===== src/rtl/mmio_cmd_initiator_if.sv =====
// mmio_cmd_initiator_if: command, write-data and response handshakes plus
// the FPro MMIO bus strobes, bundled for the burst initiator.
// master = the initiator itself, slave = the host agent / MMIO side.
interface mmio_cmd_initiator_if #(
   parameter int ADDR_W = 21,
   parameter int LEN_W  = 8
);
   logic              cmd_valid;
   logic              cmd_ready;
   logic              cmd_wr;
   logic              cmd_inc;
   logic [ADDR_W-1:0] cmd_addr;
   logic [LEN_W-1:0]  cmd_len;

   logic              wdat_valid;
   logic              wdat_ready;
   logic [31:0]       wdat_data;

   logic              rsp_valid;
   logic              rsp_ready;
   logic [31:0]       rsp_data;
   logic              rsp_last;

   logic              busy;

   logic              mmio_cs;
   logic              mmio_wr;
   logic              mmio_rd;
   logic [ADDR_W-1:0] mmio_addr;
   logic [31:0]       mmio_wr_data;
   logic [31:0]       mmio_rd_data;

   modport master (
      input  cmd_valid, cmd_wr, cmd_inc, cmd_addr, cmd_len,
      output cmd_ready,
      input  wdat_valid, wdat_data,
      output wdat_ready,
      output rsp_valid, rsp_data, rsp_last,
      input  rsp_ready,
      output busy,
      output mmio_cs, mmio_wr, mmio_rd, mmio_addr, mmio_wr_data,
      input  mmio_rd_data
   );

   modport slave (
      output cmd_valid, cmd_wr, cmd_inc, cmd_addr, cmd_len,
      input  cmd_ready,
      output wdat_valid, wdat_data,
      input  wdat_ready,
      input  rsp_valid, rsp_data, rsp_last,
      output rsp_ready,
      input  busy,
      input  mmio_cs, mmio_wr, mmio_rd, mmio_addr, mmio_wr_data,
      output mmio_rd_data
   );
endinterface


===== src/rtl/mmio_cmd_initiator.sv =====
// mmio_cmd_initiator: burst read/write front end for the FPro MMIO bus.
// One command becomes cmd_len+1 single-cycle strobes; reads are returned one
// word at a time and the next read strobe waits until the previous word is
// consumed, so no read side effect is ever lost.
// Optional feature macro: MMIO_INIT_WRACK_EN (one count response per write burst).
module mmio_cmd_initiator #(
   parameter int ADDR_W = 21,
   parameter int LEN_W  = 8
) (
   input  logic                 clk,
   input  logic                 reset,
   mmio_cmd_initiator_if.master bus
);

   typedef enum logic [2:0] {
      IDLE,
      WR_WAIT,
      WR_STB,
      RD_STB,
      RD_HOLD
`ifdef MMIO_INIT_WRACK_EN
      , WR_ACK
`endif
   } state_t;

   state_t           state;
   state_t           state_nxt;
   logic [LEN_W-1:0] cnt;        // beats remaining after the current one
   logic             inc_q;
   logic             last_beat;
   logic             cmd_acc;
   logic             advance;
`ifdef MMIO_INIT_WRACK_EN
   logic [LEN_W-1:0] len_q;
`endif

   assign last_beat = (cnt == '0);
   assign cmd_acc   = (state == IDLE) && bus.cmd_valid;
   // Move to the next beat once a write strobe is done or a read word is taken.
   assign advance   = !last_beat &&
                      ((state == WR_STB) || ((state == RD_HOLD) && bus.rsp_ready));

   // State register; reset drops any burst in flight.
   always_ff @(posedge clk) begin
      if (reset) state <= IDLE;
      else       state <= state_nxt;
   end

   // Next-state decode.
   always_comb begin
      state_nxt = state;
      case (state)
         IDLE:    if (bus.cmd_valid) state_nxt = bus.cmd_wr ? WR_WAIT : RD_STB;
         WR_WAIT: if (bus.wdat_valid) state_nxt = WR_STB;
         WR_STB: begin
            if (!last_beat) state_nxt = WR_WAIT;
`ifdef MMIO_INIT_WRACK_EN
            else            state_nxt = WR_ACK;
`else
            else            state_nxt = IDLE;
`endif
         end
         RD_STB:  state_nxt = RD_HOLD;
         RD_HOLD: if (bus.rsp_ready) state_nxt = last_beat ? IDLE : RD_STB;
`ifdef MMIO_INIT_WRACK_EN
         WR_ACK:  if (bus.rsp_ready) state_nxt = IDLE;
`endif
         default: state_nxt = IDLE;
      endcase
   end

   // Ready/busy decode from state; readies are forced low while reset is held.
   always_comb begin
      bus.cmd_ready  = (state == IDLE) && !reset;
      bus.wdat_ready = (state == WR_WAIT) && !reset;
      bus.busy       = (state != IDLE);
   end

   // Registered strobes: high exactly during the WR_STB / RD_STB cycle.
   always_ff @(posedge clk) begin
      if (reset) begin
         bus.mmio_cs <= 1'b0;
         bus.mmio_wr <= 1'b0;
         bus.mmio_rd <= 1'b0;
      end else begin
         bus.mmio_cs <= (state_nxt == WR_STB) || (state_nxt == RD_STB);
         bus.mmio_wr <= (state_nxt == WR_STB);
         bus.mmio_rd <= (state_nxt == RD_STB);
      end
   end

   // Command latch, beat counter and address stepping (wraps at 2^ADDR_W).
   always_ff @(posedge clk) begin
      if (reset) begin
         bus.mmio_addr <= '0;
         cnt           <= '0;
         inc_q         <= 1'b0;
      end else if (cmd_acc) begin
         bus.mmio_addr <= bus.cmd_addr;
         cnt           <= bus.cmd_len;
         inc_q         <= bus.cmd_inc;
      end else if (advance) begin
         cnt <= cnt - LEN_W'(1);
         if (inc_q) bus.mmio_addr <= bus.mmio_addr + ADDR_W'(1);
      end
   end

   // Write data is taken only in WR_WAIT; offers in other states stay pending.
   always_ff @(posedge clk) begin
      if (reset)
         bus.mmio_wr_data <= '0;
      else if ((state == WR_WAIT) && bus.wdat_valid)
         bus.mmio_wr_data <= bus.wdat_data;
   end

`ifdef MMIO_INIT_WRACK_EN
   // Burst length kept for the write-count response.
   always_ff @(posedge clk) begin
      if (reset)        len_q <= '0;
      else if (cmd_acc) len_q <= bus.cmd_len;
   end
`endif

   // Response register: read word captured in the strobe cycle, held until taken.
   always_ff @(posedge clk) begin
      if (reset) begin
         bus.rsp_valid <= 1'b0;
         bus.rsp_data  <= '0;
         bus.rsp_last  <= 1'b0;
      end else begin
         if (state == RD_STB) begin
            bus.rsp_valid <= 1'b1;
            bus.rsp_data  <= bus.mmio_rd_data;
            bus.rsp_last  <= last_beat;
         end else if ((state == RD_HOLD) && bus.rsp_ready) begin
            bus.rsp_valid <= 1'b0;
         end
`ifdef MMIO_INIT_WRACK_EN
         if ((state == WR_STB) && last_beat) begin
            bus.rsp_valid <= 1'b1;
            bus.rsp_data  <= 32'(len_q) + 32'd1;
            bus.rsp_last  <= 1'b1;
         end else if ((state == WR_ACK) && bus.rsp_ready) begin
            bus.rsp_valid <= 1'b0;
         end
`endif
      end
   end

endmodule


===== src/flat_wrapper.sv =====
// flat-port wrapper written by rule: the top's interface ports become plain ports
module mmio_cmd_initiator_flat 
#(
   parameter int ADDR_W = 21,
   parameter int LEN_W  = 8
)
  (clk, reset, bus_cmd_valid, bus_cmd_wr, bus_cmd_inc, bus_cmd_addr, bus_cmd_len, bus_cmd_ready, bus_wdat_valid, bus_wdat_data, bus_wdat_ready, bus_rsp_valid, bus_rsp_data, bus_rsp_last, bus_rsp_ready, bus_busy, bus_mmio_cs, bus_mmio_wr, bus_mmio_rd, bus_mmio_addr, bus_mmio_wr_data, bus_mmio_rd_data);
  mmio_cmd_initiator_if #(.ADDR_W(ADDR_W), .LEN_W(LEN_W)) bus_i ();
  input  logic clk;
  input  logic reset;
  input wire logic [$bits(bus_i.cmd_valid)-1:0] bus_cmd_valid;
  input wire logic [$bits(bus_i.cmd_wr)-1:0] bus_cmd_wr;
  input wire logic [$bits(bus_i.cmd_inc)-1:0] bus_cmd_inc;
  input wire logic [$bits(bus_i.cmd_addr)-1:0] bus_cmd_addr;
  input wire logic [$bits(bus_i.cmd_len)-1:0] bus_cmd_len;
  output wire logic [$bits(bus_i.cmd_ready)-1:0] bus_cmd_ready;
  input wire logic [$bits(bus_i.wdat_valid)-1:0] bus_wdat_valid;
  input wire logic [$bits(bus_i.wdat_data)-1:0] bus_wdat_data;
  output wire logic [$bits(bus_i.wdat_ready)-1:0] bus_wdat_ready;
  output wire logic [$bits(bus_i.rsp_valid)-1:0] bus_rsp_valid;
  output wire logic [$bits(bus_i.rsp_data)-1:0] bus_rsp_data;
  output wire logic [$bits(bus_i.rsp_last)-1:0] bus_rsp_last;
  input wire logic [$bits(bus_i.rsp_ready)-1:0] bus_rsp_ready;
  output wire logic [$bits(bus_i.busy)-1:0] bus_busy;
  output wire logic [$bits(bus_i.mmio_cs)-1:0] bus_mmio_cs;
  output wire logic [$bits(bus_i.mmio_wr)-1:0] bus_mmio_wr;
  output wire logic [$bits(bus_i.mmio_rd)-1:0] bus_mmio_rd;
  output wire logic [$bits(bus_i.mmio_addr)-1:0] bus_mmio_addr;
  output wire logic [$bits(bus_i.mmio_wr_data)-1:0] bus_mmio_wr_data;
  input wire logic [$bits(bus_i.mmio_rd_data)-1:0] bus_mmio_rd_data;
  assign bus_i.cmd_valid = bus_cmd_valid;
  assign bus_i.cmd_wr = bus_cmd_wr;
  assign bus_i.cmd_inc = bus_cmd_inc;
  assign bus_i.cmd_addr = bus_cmd_addr;
  assign bus_i.cmd_len = bus_cmd_len;
  assign bus_cmd_ready = bus_i.cmd_ready;
  assign bus_i.wdat_valid = bus_wdat_valid;
  assign bus_i.wdat_data = bus_wdat_data;
  assign bus_wdat_ready = bus_i.wdat_ready;
  assign bus_rsp_valid = bus_i.rsp_valid;
  assign bus_rsp_data = bus_i.rsp_data;
  assign bus_rsp_last = bus_i.rsp_last;
  assign bus_i.rsp_ready = bus_rsp_ready;
  assign bus_busy = bus_i.busy;
  assign bus_mmio_cs = bus_i.mmio_cs;
  assign bus_mmio_wr = bus_i.mmio_wr;
  assign bus_mmio_rd = bus_i.mmio_rd;
  assign bus_mmio_addr = bus_i.mmio_addr;
  assign bus_mmio_wr_data = bus_i.mmio_wr_data;
  assign bus_i.mmio_rd_data = bus_mmio_rd_data;
  mmio_cmd_initiator #(.ADDR_W(ADDR_W), .LEN_W(LEN_W)) u_core (.clk(clk), .reset(reset), .bus(bus_i));
endmodule

===== config.mk =====
export PLATFORM = sky130hd
export DESIGN_NAME = mmio_cmd_initiator_flat
export DESIGN_NICKNAME = d
export VERILOG_FILES = /design/src/rtl/mmio_cmd_initiator_if.sv /design/src/rtl/mmio_cmd_initiator.sv /design/src/flat_wrapper.sv
export SDC_FILE = /design/constraint.sdc
export NUM_CORES = 1
export LEC_CHECK = 0
export BUFFER_PORTS_ARGS = -buffer_cell sky130_fd_sc_hd__buf_2
export CAP_MARGIN = 10
export CORE_ASPECT_RATIO = 0.5
export CORE_MARGIN = 2
export CORE_UTILIZATION = 48
export CTS_BUF_LIST = sky130_fd_sc_hd__clkbuf_8
export CTS_CLUSTER_DIAMETER = 50
export DETAILED_ROUTE_END_ITERATION = 8
export MAX_ROUTING_LAYER = met4
export PLACE_DENSITY = 0.82
export RECOVER_POWER = 25
export SETUP_SLACK_MARGIN = 0.1
export SLEW_MARGIN = 10
export SYNTH_ARGS = -nofsm -noshare
export SYNTH_HDL_FRONTEND = slang
export SYNTH_SLANG_ARGS = --single-unit

===== constraint.sdc =====
create_clock -name clk -period 2.8 [get_ports clk]
set_clock_uncertainty 0.2 [all_clocks]
set_input_delay 0.42 -clock clk [delete_from_list [all_inputs] [get_ports clk]]
set_output_delay 0.42 -clock clk [all_outputs]
set_load 0.005 [all_outputs]

=== After elaboration in Yosys (flattened, before gate mapping) ===
Index checks and enable logic that the tools add are counted.

* Output and inout bits: 93
* Input bits: 100
* Logic and storage cells: 50
* Register bits: 102

* Reduce and logical (&&, ||, !) cells: 17
* Add/subtract/negate cells: 2
* Multiplexer cells: 14
* Equal/unequal tests: 6

{| class="wikitable"
|+ Operators by type and width
! cell !! count
|-
| $mux W21 || 3
|-
| $add A21 B1 Y21 const B || 1
|-
| $mux W8 || 2
|-
| $pmux W3 S5 || 1
|-
| $eq A3 B2 Y1 const B || 4
|-
| $mux W3 || 3
|-
| $logic_not A8 Y1 || 1
|-
| $sub A8 B1 Y8 const B || 1
|-
| $logic_and A1 B1 Y1 || 6
|-
| $reduce_bool A2 Y1 || 3
|-
| $mux W2 || 2
|-
| $eq A3 B1 Y1 const B || 1
|-
| $eq A3 B3 Y1 const B || 1
|-
| $logic_not A3 Y1 || 1
|-
| $mux W1 || 3
|-
| $reduce_bool A3 Y1 || 1
|-
| $logic_not A1 Y1 || 2
|-
| $logic_or A1 B1 Y1 || 2
|-
| $reduce_and A2 Y1 || 1
|}

=== Depth between registers and ports, before layout ===
Gate-level depths: netlist (run 1).

* Depth after elaboration: 6
* Depth in mapped cells: 8
* Gate-level depth less buffers: 6

=== Least setup slack after synthesis (run 1) ===
Ideal clock, no wire load.

* Kind: register to register
* From: register u_core.cnt[0]
* To: register u_core.bus.mmio_addr[17]
* Library setup time: 91 ps
* Arrival: 2197 ps
* Path buffers: 2
* Setup slack: 312 ps
* Cell stages (with the launch flop): 9
* Required time: 2509 ps
* Period minus slack after synthesis: 2488 ps
* Cell sequence: dfxtp_1 inv_1 ha_1 and4b_1 buf_2 or4_1 buf_2 or4_1 a311oi_1

* Cells in the longest elaborated chain, start to end: 5

{| class="wikitable"
|+ Ends and longest elaborated chain
! what !! line !! source
|-
| start: declaration || mmio_cmd_initiator.sv:28 || <nowiki>logic [LEN_W-1:0] cnt;</nowiki>
|-
| start signal: assignment || mmio_cmd_initiator.sv:100 || <nowiki>cnt <= bus.cmd_len;</nowiki>
|-
| start signal: assignment || mmio_cmd_initiator.sv:103 || <nowiki>cnt <= cnt - LEN_W'(1);</nowiki>
|-
| $logic_not A8 Y1 || mmio_cmd_initiator.sv:37 || <nowiki>assign last_beat = (cnt == '0);</nowiki>
|-
| $logic_not A1 Y1 || mmio_cmd_initiator.sv:40 || <nowiki>assign advance = !last_beat &&</nowiki>
|-
| $logic_and A1 B1 Y1 || mmio_cmd_initiator.sv:40 ||
|-
| $reduce_bool A2 Y1 (no line) || n/a ||
|-
| $reduce_and A2 Y1 (no line) || n/a ||
|-
| end signal: assignment || mmio_cmd_initiator.sv:99 || <nowiki>bus.mmio_addr <= bus.cmd_addr;</nowiki>
|-
| end signal: assignment || mmio_cmd_initiator.sv:104 || <nowiki>if (inc_q) bus.mmio_addr <= bus.mmio_addr + ADDR_W'(1);</nowiki>
|-
| end: declaration || mmio_cmd_initiator_if.sv:41 || <nowiki>output mmio_cs, mmio_wr, mmio_rd, mmio_addr, mmio_wr_data,</nowiki>
|}

No other way between the ends.
A chain may end at the register's enable or synchronous reset.

=== Worst setup path after layout (run 1) ===
Ends and elaborated chain as after synthesis.

==> results of run 1 <==
==> worst register-to-register path: cells and delay by family (launching register included) <==
family	cells	cell delay, ns
AND/OR/NAND/NOR	3	1.21
buffers and inverters	1	0.06
adder cells (fa/ha/maj)	1	0.25
flip-flops	1	0.40
AO/OA/AOI/OAI	1	0.28
==> power breakdown <==
group	leakage [nW]	total, mW	switching, mW	internal, mW
Combinational	1.33	0.530	0.289	0.241
Clock	0.0931	0.823	0.487	0.337
Sequential	0.831	1.63	0.0887	1.54
Total	2.26	2.99	0.865	2.12
==> cells in the final DEF, fill, tap and decap left out, types with 10 or more instances in the layout <==
master / Yosys / layout
sky130_fd_sc_hd__buf_2: 2 / 169
sky130_fd_sc_hd__clkbuf_1: 33 / 22
sky130_fd_sc_hd__xnor2_1: 11 / 11
sky130_fd_sc_hd__a211oi_1: 15 / 15
sky130_fd_sc_hd__dfxtp_1: 102 / 102
sky130_fd_sc_hd__nor2_1: 34 / 34
sky130_fd_sc_hd__buf_4: 0 / 12
sky130_fd_sc_hd__a21oi_1: 72 / 72
sky130_fd_sc_hd__nand2_1: 150 / 150
sky130_fd_sc_hd__clkbuf_8: 0 / 10
sky130_fd_sc_hd__nand3_1: 12 / 11
==> cells by family after synthesis <==
kind of cell    count (synthesis)
fa+ha+maj                       2
simple gates                  252
xor+xnor                       16
buf+inv                        44
compound gates                116
mux                             1
flops                         102
==> registers in the layout, indices dropped and copies added, names as in the netlist <==
register	flops
u_core.bus.rsp_data	32
u_core.state	3
u_core.bus.rsp_valid	1
u_core.inc_q	1
u_core.cnt	8
u_core.bus.rsp_last	1
u_core.bus.mmio_cs	1
u_core.bus.mmio_wr	1
u_core.bus.mmio_rd	1
u_core.bus.mmio_addr	21
u_core.bus.mmio_wr_data	32
==> timing repair <==
action                     in CTS  in global routing
hold buffers                    0                  0
resized for setup               0                  1
setup endpoints to repair       0                  3
==> per-layer routing <==
layer / routed length [um] / global-route usage [%] / share of wire (%)
met3: 635 / 6.03 / 5.9
met1: 4720 / 26.6 / 44
met5: 0 / - / 0
met2: 5370 / 40.6 / 49
met4: 121 / 6.53 / 1.1
==> worst paths after layout <==
path / endpoint / depth (start not counted)
worst max-delay path: u_core.bus.mmio_addr[17] / 6
worst min-delay path: u_core.bus.mmio_addr[20] / 3
worst max register to register: u_core.bus.mmio_addr[17] / 6
worst min register to register: u_core.bus.mmio_wr_data[4] / 2
==> cell type report <==
type | instances | area, um^2 | share of cell area [%]
multi-input combinational | 387 | 2020 | 37.2
clock inverter | 5 | 27.5 | 0.506
sequential | 102 | 2040 | 37.6
clock buffer | 10 | 138 | 2.53
timing repair buffer | 204 | 1040 | 19.1
tap | 117 | 146 | 2.69
inverter | 6 | 22.5 | 0.414
==> impl_metrics.xml, run 1 <==
<?xml version="1.0" encoding="UTF-8"?>
<metrics>
  <group name="grt">
    <metric name="globalRouteTotalUtil" unit="%">23.3</metric>
    <metric name="grt_max_degree" unit="">67</metric>
    <metric name="first_global_vias" unit="">3938</metric>
    <metric name="grt_antenna_before_repair" unit="">0</metric>
    <metric name="wire_length_of_the_first_global_routing_pass" unit="um">17600</metric>
    <metric name="grt-ovfl-total" unit="">0</metric>
  </group>
  <group name="timing">
    <metric name="timing_worst_slew_pin_value" unit="ns">0.666</metric>
    <metric name="layout_worst_path_cycle_share" unit="%">89.0</metric>
    <metric name="timing.final.ws_setup" unit="ns">0.308</metric>
    <metric name="fin_worst_hold_slack" unit="ns">0.0508</metric>
    <metric name="rsz0062_at_grt" unit="">no</metric>
    <metric name="timing.final.max_slew_violations" unit="">0</metric>
    <metric name="timing.max_slew.rel_slack" unit="%">55.6</metric>
    <metric name="final_setup_violation_count" unit="">0</metric>
    <metric name="finalCriticalPeriod" unit="ns">2.49</metric>
    <metric name="setup_tns_final" unit="ns">0</metric>
    <metric name="fmaxAchievable" unit="MHz">401</metric>
    <metric name="hold_viol_final" unit="">0</metric>
  </group>
  <group name="synth">
    <metric name="synth.cells.most_frequent" unit="">150 x sky130_fd_sc_hd__nand2_1, 102 x sky130_fd_sc_hd__dfxtp_1, 72 x sky130_fd_sc_hd__a21oi_1</metric>
    <metric name="synth_fp_nets" unit="">635</metric>
    <metric name="yosys_warnings" unit="">0</metric>
    <metric name="synth_area_leader_cell" unit="">sky130_fd_sc_hd__dfxtp_1</metric>
    <metric name="count_of_unique_library_cells_instantiated_by_yosys" unit="">46</metric>
    <metric name="synth_top_area_cells" unit="">sky130_fd_sc_hd__dfxtp_1 48%, sky130_fd_sc_hd__nand2_1 13%, sky130_fd_sc_hd__a21oi_1 8.5%, sky130_fd_sc_hd__nor2_1 3.0%, sky130_fd_sc_hd__clkbuf_1 2.9%</metric>
    <metric name="synthesis.area" unit="um^2">4240</metric>
    <metric name="post-synth-top-count-cell" unit="">sky130_fd_sc_hd__nand2_1</metric>
    <metric name="main_combinational_cell_family_by_area_after_synthesis" unit="">simple AND/OR/NAND/NOR gates</metric>
    <metric name="post_synth_xor_area_fraction" unit="%">3.31</metric>
    <metric name="synth_top_flop_cell" unit="">sky130_fd_sc_hd__dfxtp_1</metric>
    <metric name="syn_inst" unit="">533</metric>
    <metric name="synth_async_reset_ratio" unit="%">0</metric>
    <metric name="synth-compound-area-share" unit="%">16.5</metric>
    <metric name="synth.ff_latch_count" unit="">102</metric>
    <metric name="top_area_cell_type_share_of_the_netlist_area" unit="%">48.2</metric>
    <metric name="synth-edff-count" unit="">0</metric>
    <metric name="synth.yosys.seq_area_share" unit="%">48.2</metric>
    <metric name="post_synthesis_average_cell_area" unit="um^2">7.95</metric>
    <metric name="synth_mux_area_share" unit="%">0.266</metric>
    <metric name="synth-adder-area-share" unit="%">0.590</metric>
    <metric name="synthSimpleGateAreaFrac" unit="%">26.8</metric>
  </group>
  <group name="layout">
    <metric name="final_core_util" unit="%">62.9</metric>
    <metric name="fin_cells" unit="">831</metric>
    <metric name="post-route-cell-area" unit="um^2">5440</metric>
    <metric name="nFillCells" unit="">813</metric>
    <metric name="nets_final" unit="">812</metric>
    <metric name="drive_above_1_share" unit="%">28.6</metric>
    <metric name="syn_to_final_growth" unit="%">28.3</metric>
    <metric name="antenna_cells" unit="">0</metric>
  </group>
  <group name="power">
    <metric name="power_per_cell_area" unit="nW/um^2">549</metric>
    <metric name="design_power_total" unit="mW">2.99</metric>
    <metric name="worst_ir_drop_vdd" unit="mV">0.253</metric>
    <metric name="static-leakage-power" unit="nW">2.26</metric>
  </group>
  <group name="place">
    <metric name="dp_hpwl" unit="um">7630</metric>
    <metric name="placement.cell_area" unit="um^2">5300</metric>
    <metric name="globalplace.congestion" unit="">0.849</metric>
    <metric name="post-place-ws" unit="ns">0.249</metric>
    <metric name="port_buffers" unit="">192</metric>
    <metric name="place_inst" unit="">816</metric>
  </group>
  <group name="clocking">
    <metric name="postCtsSetupBuffers" unit="">0</metric>
    <metric name="worstSkewPairLatency" unit="ns">0.37</metric>
    <metric name="clk_pin_slew_worst_paths" unit="ns">0.09</metric>
    <metric name="cts_inserted_buffers" unit="">9</metric>
    <metric name="tritoncts" unit="">done</metric>
    <metric name="cts.root.buffer_cell" unit="">sky130_fd_sc_hd__clkbuf_8</metric>
    <metric name="h-tree-depth" unit="">3</metric>
    <metric name="clock_tree.buffer_depth" unit="">2</metric>
    <metric name="cts.sinks" unit="">102</metric>
  </group>
  <group name="floorplan">
    <metric name="core-area" unit="um^2">8650</metric>
    <metric name="initial_utilization" unit="%">49.0</metric>
    <metric name="fp-row-count" unit="">24</metric>
    <metric name="die_x" unit="um">137</metric>
    <metric name="die_area" unit="um^2">9640</metric>
    <metric name="num_io_pins" unit="">193</metric>
    <metric name="die_y" unit="um">70.4</metric>
  </group>
  <group name="worst_setup_path">
    <metric name="crit_path_max_fanout" unit="">10</metric>
    <metric name="worstSetupEndpointType" unit="">flip-flop</metric>
    <metric name="max_stage_delay" unit="ns">0.58</metric>
    <metric name="path_cells" unit="">inv_1 &gt; ha_1 &gt; and4b_1 &gt; or4_4 &gt; or4_1 &gt; a311oi_1</metric>
    <metric name="crit_required" unit="ns">2.87</metric>
    <metric name="ff2ff_setup_slack" unit="ns">0.31</metric>
    <metric name="critPathTopFamily" unit="">simple AND/OR/NAND/NOR gates</metric>
    <metric name="critPathLaunch" unit="">u_core.cnt[0]</metric>
    <metric name="timing.critical_path.from_type" unit="">flip-flop</metric>
    <metric name="worst_path_max_delay_cell" unit="">sky130_fd_sc_hd__or4_4</metric>
    <metric name="reg2reg_from" unit="">u_core.cnt[0]</metric>
    <metric name="critPathKind" unit="">reg -&gt; reg</metric>
    <metric name="path_buf_inv" unit="">1</metric>
    <metric name="cp_data_arrival_time" unit="ns">2.56</metric>
  </group>
  <group name="min_path">
    <metric name="worst_hold_path_type" unit="">in -&gt; reg</metric>
    <metric name="critical_hold_path_startpoint" unit="">bus_cmd_addr[20]</metric>
  </group>
  <group name="detailed_routing">
    <metric name="average_routed_wire_per_standard_cell" unit="um">13.1</metric>
    <metric name="detail_route.iter0.violations" unit="">312</metric>
    <metric name="routed_wl" unit="um">10800</metric>
    <metric name="post_route_drc" unit="">0</metric>
    <metric name="firstDrtPassIters" unit="">6</metric>
    <metric name="routed_via_density" unit="">5.11</metric>
    <metric name="ant_nets" unit="">0</metric>
    <metric name="dr_total_vias" unit="">4250</metric>
  </group>
  <group name="outcome">
    <metric name="run_status" unit="">complete, no violations</metric>
  </group>
  <group name="run">
    <metric name="max_cap_viol_count" unit="">0</metric>
  </group>
</metrics>
(Power assumes the default switching activity.)
==> run 2, diff against run 1 <==
--- a/config.mk
+++ b/config.mk
@@ -5,16 +5,17 @@
 export SDC_FILE = /design/constraint.sdc
 export NUM_CORES = 1
 export LEC_CHECK = 0
+export ABC_AREA = 1
 export BUFFER_PORTS_ARGS = -buffer_cell sky130_fd_sc_hd__buf_2
 export CAP_MARGIN = 10
 export CORE_ASPECT_RATIO = 0.5
 export CORE_MARGIN = 2
-export CORE_UTILIZATION = 48
+export CORE_UTILIZATION = 50
 export CTS_BUF_LIST = sky130_fd_sc_hd__clkbuf_8
 export CTS_CLUSTER_DIAMETER = 50
 export DETAILED_ROUTE_END_ITERATION = 8
 export MAX_ROUTING_LAYER = met4
-export PLACE_DENSITY = 0.82
+export PLACE_DENSITY = 0.83
 export RECOVER_POWER = 25
 export SETUP_SLACK_MARGIN = 0.1
 export SLEW_MARGIN = 10
==> impl_metrics.xml, run 2 <==
<?xml version="1.0" encoding="UTF-8"?>
<metrics>
  <group name="synth">
    <metric name="count_of_unique_library_cells_instantiated_by_yosys" unit="">35</metric>
    <metric name="synth.yosys.seq_area_share" unit="%">44.3</metric>
    <metric name="synth_mux_area_share" unit="%">0</metric>
    <metric name="synth.ff_latch_count" unit="">102</metric>
    <metric name="synth.cells.most_frequent" unit="">170 x sky130_fd_sc_hd__nand2_1, 125 x sky130_fd_sc_hd__nor2_1, 102 x sky130_fd_sc_hd__dfxtp_1</metric>
    <metric name="main_combinational_cell_family_by_area_after_synthesis" unit="">simple AND/OR/NAND/NOR gates</metric>
    <metric name="synth_top_flop_cell" unit="">sky130_fd_sc_hd__dfxtp_1</metric>
    <metric name="synth_top_area_cells" unit="">sky130_fd_sc_hd__dfxtp_1 44%, sky130_fd_sc_hd__nand2_1 14%, sky130_fd_sc_hd__nor2_1 10%, sky130_fd_sc_hd__a21oi_1 5.8%, sky130_fd_sc_hd__o21ai_0 5.5%</metric>
    <metric name="synth_fp_nets" unit="">768</metric>
    <metric name="post_synthesis_average_cell_area" unit="um^2">6.92</metric>
    <metric name="synth-compound-area-share" unit="%">16.0</metric>
    <metric name="synthesis.area" unit="um^2">4610</metric>
    <metric name="syn_inst" unit="">666</metric>
    <metric name="synth-adder-area-share" unit="%">0.543</metric>
    <metric name="synth-edff-count" unit="">0</metric>
    <metric name="synthSimpleGateAreaFrac" unit="%">31.6</metric>
    <metric name="yosys_warnings" unit="">0</metric>
    <metric name="post_synth_xor_area_fraction" unit="%">0.570</metric>
    <metric name="top_area_cell_type_share_of_the_netlist_area" unit="%">44.3</metric>
    <metric name="synth_area_leader_cell" unit="">sky130_fd_sc_hd__dfxtp_1</metric>
    <metric name="synth_async_reset_ratio" unit="%">0</metric>
    <metric name="post-synth-top-count-cell" unit="">sky130_fd_sc_hd__nand2_1</metric>
  </group>
  <group name="timing">
    <metric name="setup_tns_final" unit="ns">0</metric>
    <metric name="finalCriticalPeriod" unit="ns">2.33</metric>
    <metric name="final_setup_violation_count" unit="">0</metric>
    <metric name="timing.final.ws_setup" unit="ns">0.467</metric>
    <metric name="layout_worst_path_cycle_share" unit="%">83.3</metric>
    <metric name="hold_viol_final" unit="">0</metric>
    <metric name="rsz0062_at_grt" unit="">no</metric>
    <metric name="fmaxAchievable" unit="MHz">429</metric>
    <metric name="timing.max_slew.rel_slack" unit="%">60.1</metric>
    <metric name="timing_worst_slew_pin_value" unit="ns">0.596</metric>
    <metric name="fin_worst_hold_slack" unit="ns">0.0748</metric>
    <metric name="timing.final.max_slew_violations" unit="">0</metric>
  </group>
  <group name="place">
    <metric name="post-place-ws" unit="ns">0.596</metric>
    <metric name="port_buffers" unit="">192</metric>
    <metric name="dp_hpwl" unit="um">9080</metric>
    <metric name="place_inst" unit="">948</metric>
    <metric name="placement.cell_area" unit="um^2">5590</metric>
    <metric name="globalplace.congestion" unit="">0.923</metric>
  </group>
  <group name="min_path">
    <metric name="whs_endpoint" unit="">u_core.bus.mmio_wr_data[29]</metric>
    <metric name="worst_hold_path_type" unit="">in -&gt; reg</metric>
    <metric name="critical_hold_path_startpoint" unit="">bus_wdat_data[29]</metric>
    <metric name="hold-path-cell-count" unit="">3</metric>
  </group>
  <group name="detailed_routing">
    <metric name="routed_wl" unit="um">12500</metric>
    <metric name="routed_via_density" unit="">5.05</metric>
    <metric name="detail_route.iter0.violations" unit="">250</metric>
    <metric name="average_routed_wire_per_standard_cell" unit="um">12.9</metric>
    <metric name="ant_nets" unit="">0</metric>
    <metric name="firstDrtPassIters" unit="">5</metric>
    <metric name="post_route_drc" unit="">0</metric>
    <metric name="dr_total_vias" unit="">4868</metric>
  </group>
  <group name="worst_setup_path">
    <metric name="reg2reg_from" unit="">u_core.state[1]</metric>
    <metric name="critPathKind" unit="">reg -&gt; reg</metric>
    <metric name="path_cells" unit="">nor2_1 &gt; nand3_2 &gt; inv_2 &gt; o21ai_0 &gt; nand3b_1 &gt; nand2_1 &gt; nor2_1</metric>
    <metric name="worstRegToRegCells" unit="">7</metric>
    <metric name="worst_path_max_delay_cell" unit="">sky130_fd_sc_hd__inv_2</metric>
    <metric name="worstSetupEndpointType" unit="">flip-flop</metric>
    <metric name="timing.critical_path.from_type" unit="">flip-flop</metric>
    <metric name="path_buf_inv" unit="">1</metric>
    <metric name="cp_data_arrival_time" unit="ns">2.40</metric>
    <metric name="worstReg2RegEnd" unit="">u_core.bus.mmio_addr[16]</metric>
    <metric name="crit_path_max_fanout" unit="">28</metric>
    <metric name="crit_required" unit="ns">2.87</metric>
    <metric name="critPathTopFamily" unit="">simple AND/OR/NAND/NOR gates</metric>
    <metric name="critical-path-top-cell-by-count" unit="">sky130_fd_sc_hd__nor2_1</metric>
    <metric name="max_stage_delay" unit="ns">0.52</metric>
    <metric name="ff2ff_setup_slack" unit="ns">0.47</metric>
  </group>
  <group name="power">
    <metric name="power_per_cell_area" unit="nW/um^2">571</metric>
    <metric name="static-leakage-power" unit="nW">2.59</metric>
    <metric name="design_power_total" unit="mW">3.28</metric>
    <metric name="worst_ir_drop_vdd" unit="mV">0.305</metric>
  </group>
  <group name="clocking">
    <metric name="hold_buffers" unit="">0</metric>
    <metric name="clock_tree.buffer_depth" unit="">2</metric>
    <metric name="postCtsSetupBuffers" unit="">0</metric>
    <metric name="cts.sinks" unit="">102</metric>
    <metric name="clk_pin_slew_worst_paths" unit="ns">0.11</metric>
    <metric name="cts_inserted_buffers" unit="">9</metric>
    <metric name="h-tree-depth" unit="">3</metric>
    <metric name="cts_repair_resize_count" unit="">0</metric>
    <metric name="tritoncts" unit="">done</metric>
    <metric name="worstSkewPairLatency" unit="ns">0.38</metric>
    <metric name="cts.root.buffer_cell" unit="">sky130_fd_sc_hd__clkbuf_8</metric>
  </group>
  <group name="layout">
    <metric name="post-route-cell-area" unit="um^2">5750</metric>
    <metric name="nFillCells" unit="">825</metric>
    <metric name="nets_final" unit="">944</metric>
    <metric name="syn_to_final_growth" unit="%">24.7</metric>
    <metric name="final_common_cell" unit="">sky130_fd_sc_hd__buf_2</metric>
    <metric name="top_regs" unit="">u_core.bus.mmio_wr_data (32), u_core.bus.rsp_data (32), u_core.bus.mmio_addr (21)</metric>
    <metric name="final_core_util" unit="%">65.2</metric>
    <metric name="drive_above_1_share" unit="%">26.4</metric>
    <metric name="fin_cells" unit="">964</metric>
    <metric name="antenna_cells" unit="">0</metric>
    <metric name="layout_common_cells" unit="">171 x sky130_fd_sc_hd__buf_2, 170 x sky130_fd_sc_hd__nand2_1, 126 x sky130_fd_sc_hd__nor2_1</metric>
  </group>
  <group name="grt">
    <metric name="first_global_vias" unit="">4349</metric>
    <metric name="globalRouteTotalUtil" unit="%">25.0</metric>
    <metric name="wire_length_of_the_first_global_routing_pass" unit="um">19800</metric>
    <metric name="grt-ovfl-total" unit="">0</metric>
    <metric name="grt_max_degree" unit="">49</metric>
    <metric name="grt_antenna_before_repair" unit="">0</metric>
  </group>
  <group name="floorplan">
    <metric name="fp-row-count" unit="">24</metric>
    <metric name="die_y" unit="um">71.9</metric>
    <metric name="core-area" unit="um^2">8830</metric>
    <metric name="die_x" unit="um">140</metric>
    <metric name="num_io_pins" unit="">193</metric>
    <metric name="initial_utilization" unit="%">52.2</metric>
    <metric name="die_area" unit="um^2">10100</metric>
  </group>
  <group name="outcome">
    <metric name="run_status" unit="">complete, no violations</metric>
  </group>
  <group name="run">
    <metric name="max_cap_viol_count" unit="">0</metric>
  </group>
</metrics>
==> run 2: layout make-up <==
cell class	instances	area (um^2)	area share [%]
Inverter	40	150	2.61
Tap cell	117	146	2.55
Timing Repair Buffer	198	980	17.0
Clock inverter	7	66.3	1.15
Multi-Input combinational cell	491	2240	39.0
Sequential cell	102	2040	35.5
Clock buffer	9	124	2.15
==> run 2: worst max-delay path by stage <==
stage,from,endpoint,slack [ns],depth (start not counted)
after floorplan,u_core.bus.mmio_addr[0],u_core.bus.mmio_addr[16],1.06,10
after global placement,u_core.state[1],u_core.bus.mmio_addr[16],0.70,7
after detailed placement,u_core.state[1],u_core.bus.mmio_addr[16],0.60,7
after CTS,u_core.state[1],u_core.bus.mmio_addr[16],0.58,7
after global routing,u_core.state[1],u_core.cnt[1],0.29,7
final,u_core.state[1],u_core.bus.mmio_addr[16],0.47,7
==> run 2: power by group <==
group	internal, mW	switching [mW]
combinational	0.289	0.428
clock	0.343	0.554
sequential	1.56	0.109
total	2.19	1.09
==> run 2: routing by layer <==
layer	GRT usage, %	wire, um
met5	-	0
met3	6.86	832
met4	7.67	244
met1	29.8	5560
met2	42.1	5840
==> run 2: worst register-to-register path, stage by stage (launching register included) <==
cell and delay, ns:
sky130_fd_sc_hd__dfxtp_1 0.36, sky130_fd_sc_hd__nor2_1 0.31, sky130_fd_sc_hd__nand3_2 0.42, sky130_fd_sc_hd__inv_2 0.53, sky130_fd_sc_hd__o21ai_0 0.12, sky130_fd_sc_hd__nand3b_1 0.17, sky130_fd_sc_hd__nand2_1 0.08, sky130_fd_sc_hd__nor2_1 0.04
==> run 2: cells by family (layout without fill, tap and decap cells) <==
family | Yosys count | in the layout
and+or+nand+nor | 351 | 351
adders and majority gates | 2 | 2
DFF | 102 | 102
buffers and inverters | 73 | 254
AOI/OAI and AO/OA | 135 | 135
xor gates and xnor gates | 3 | 3
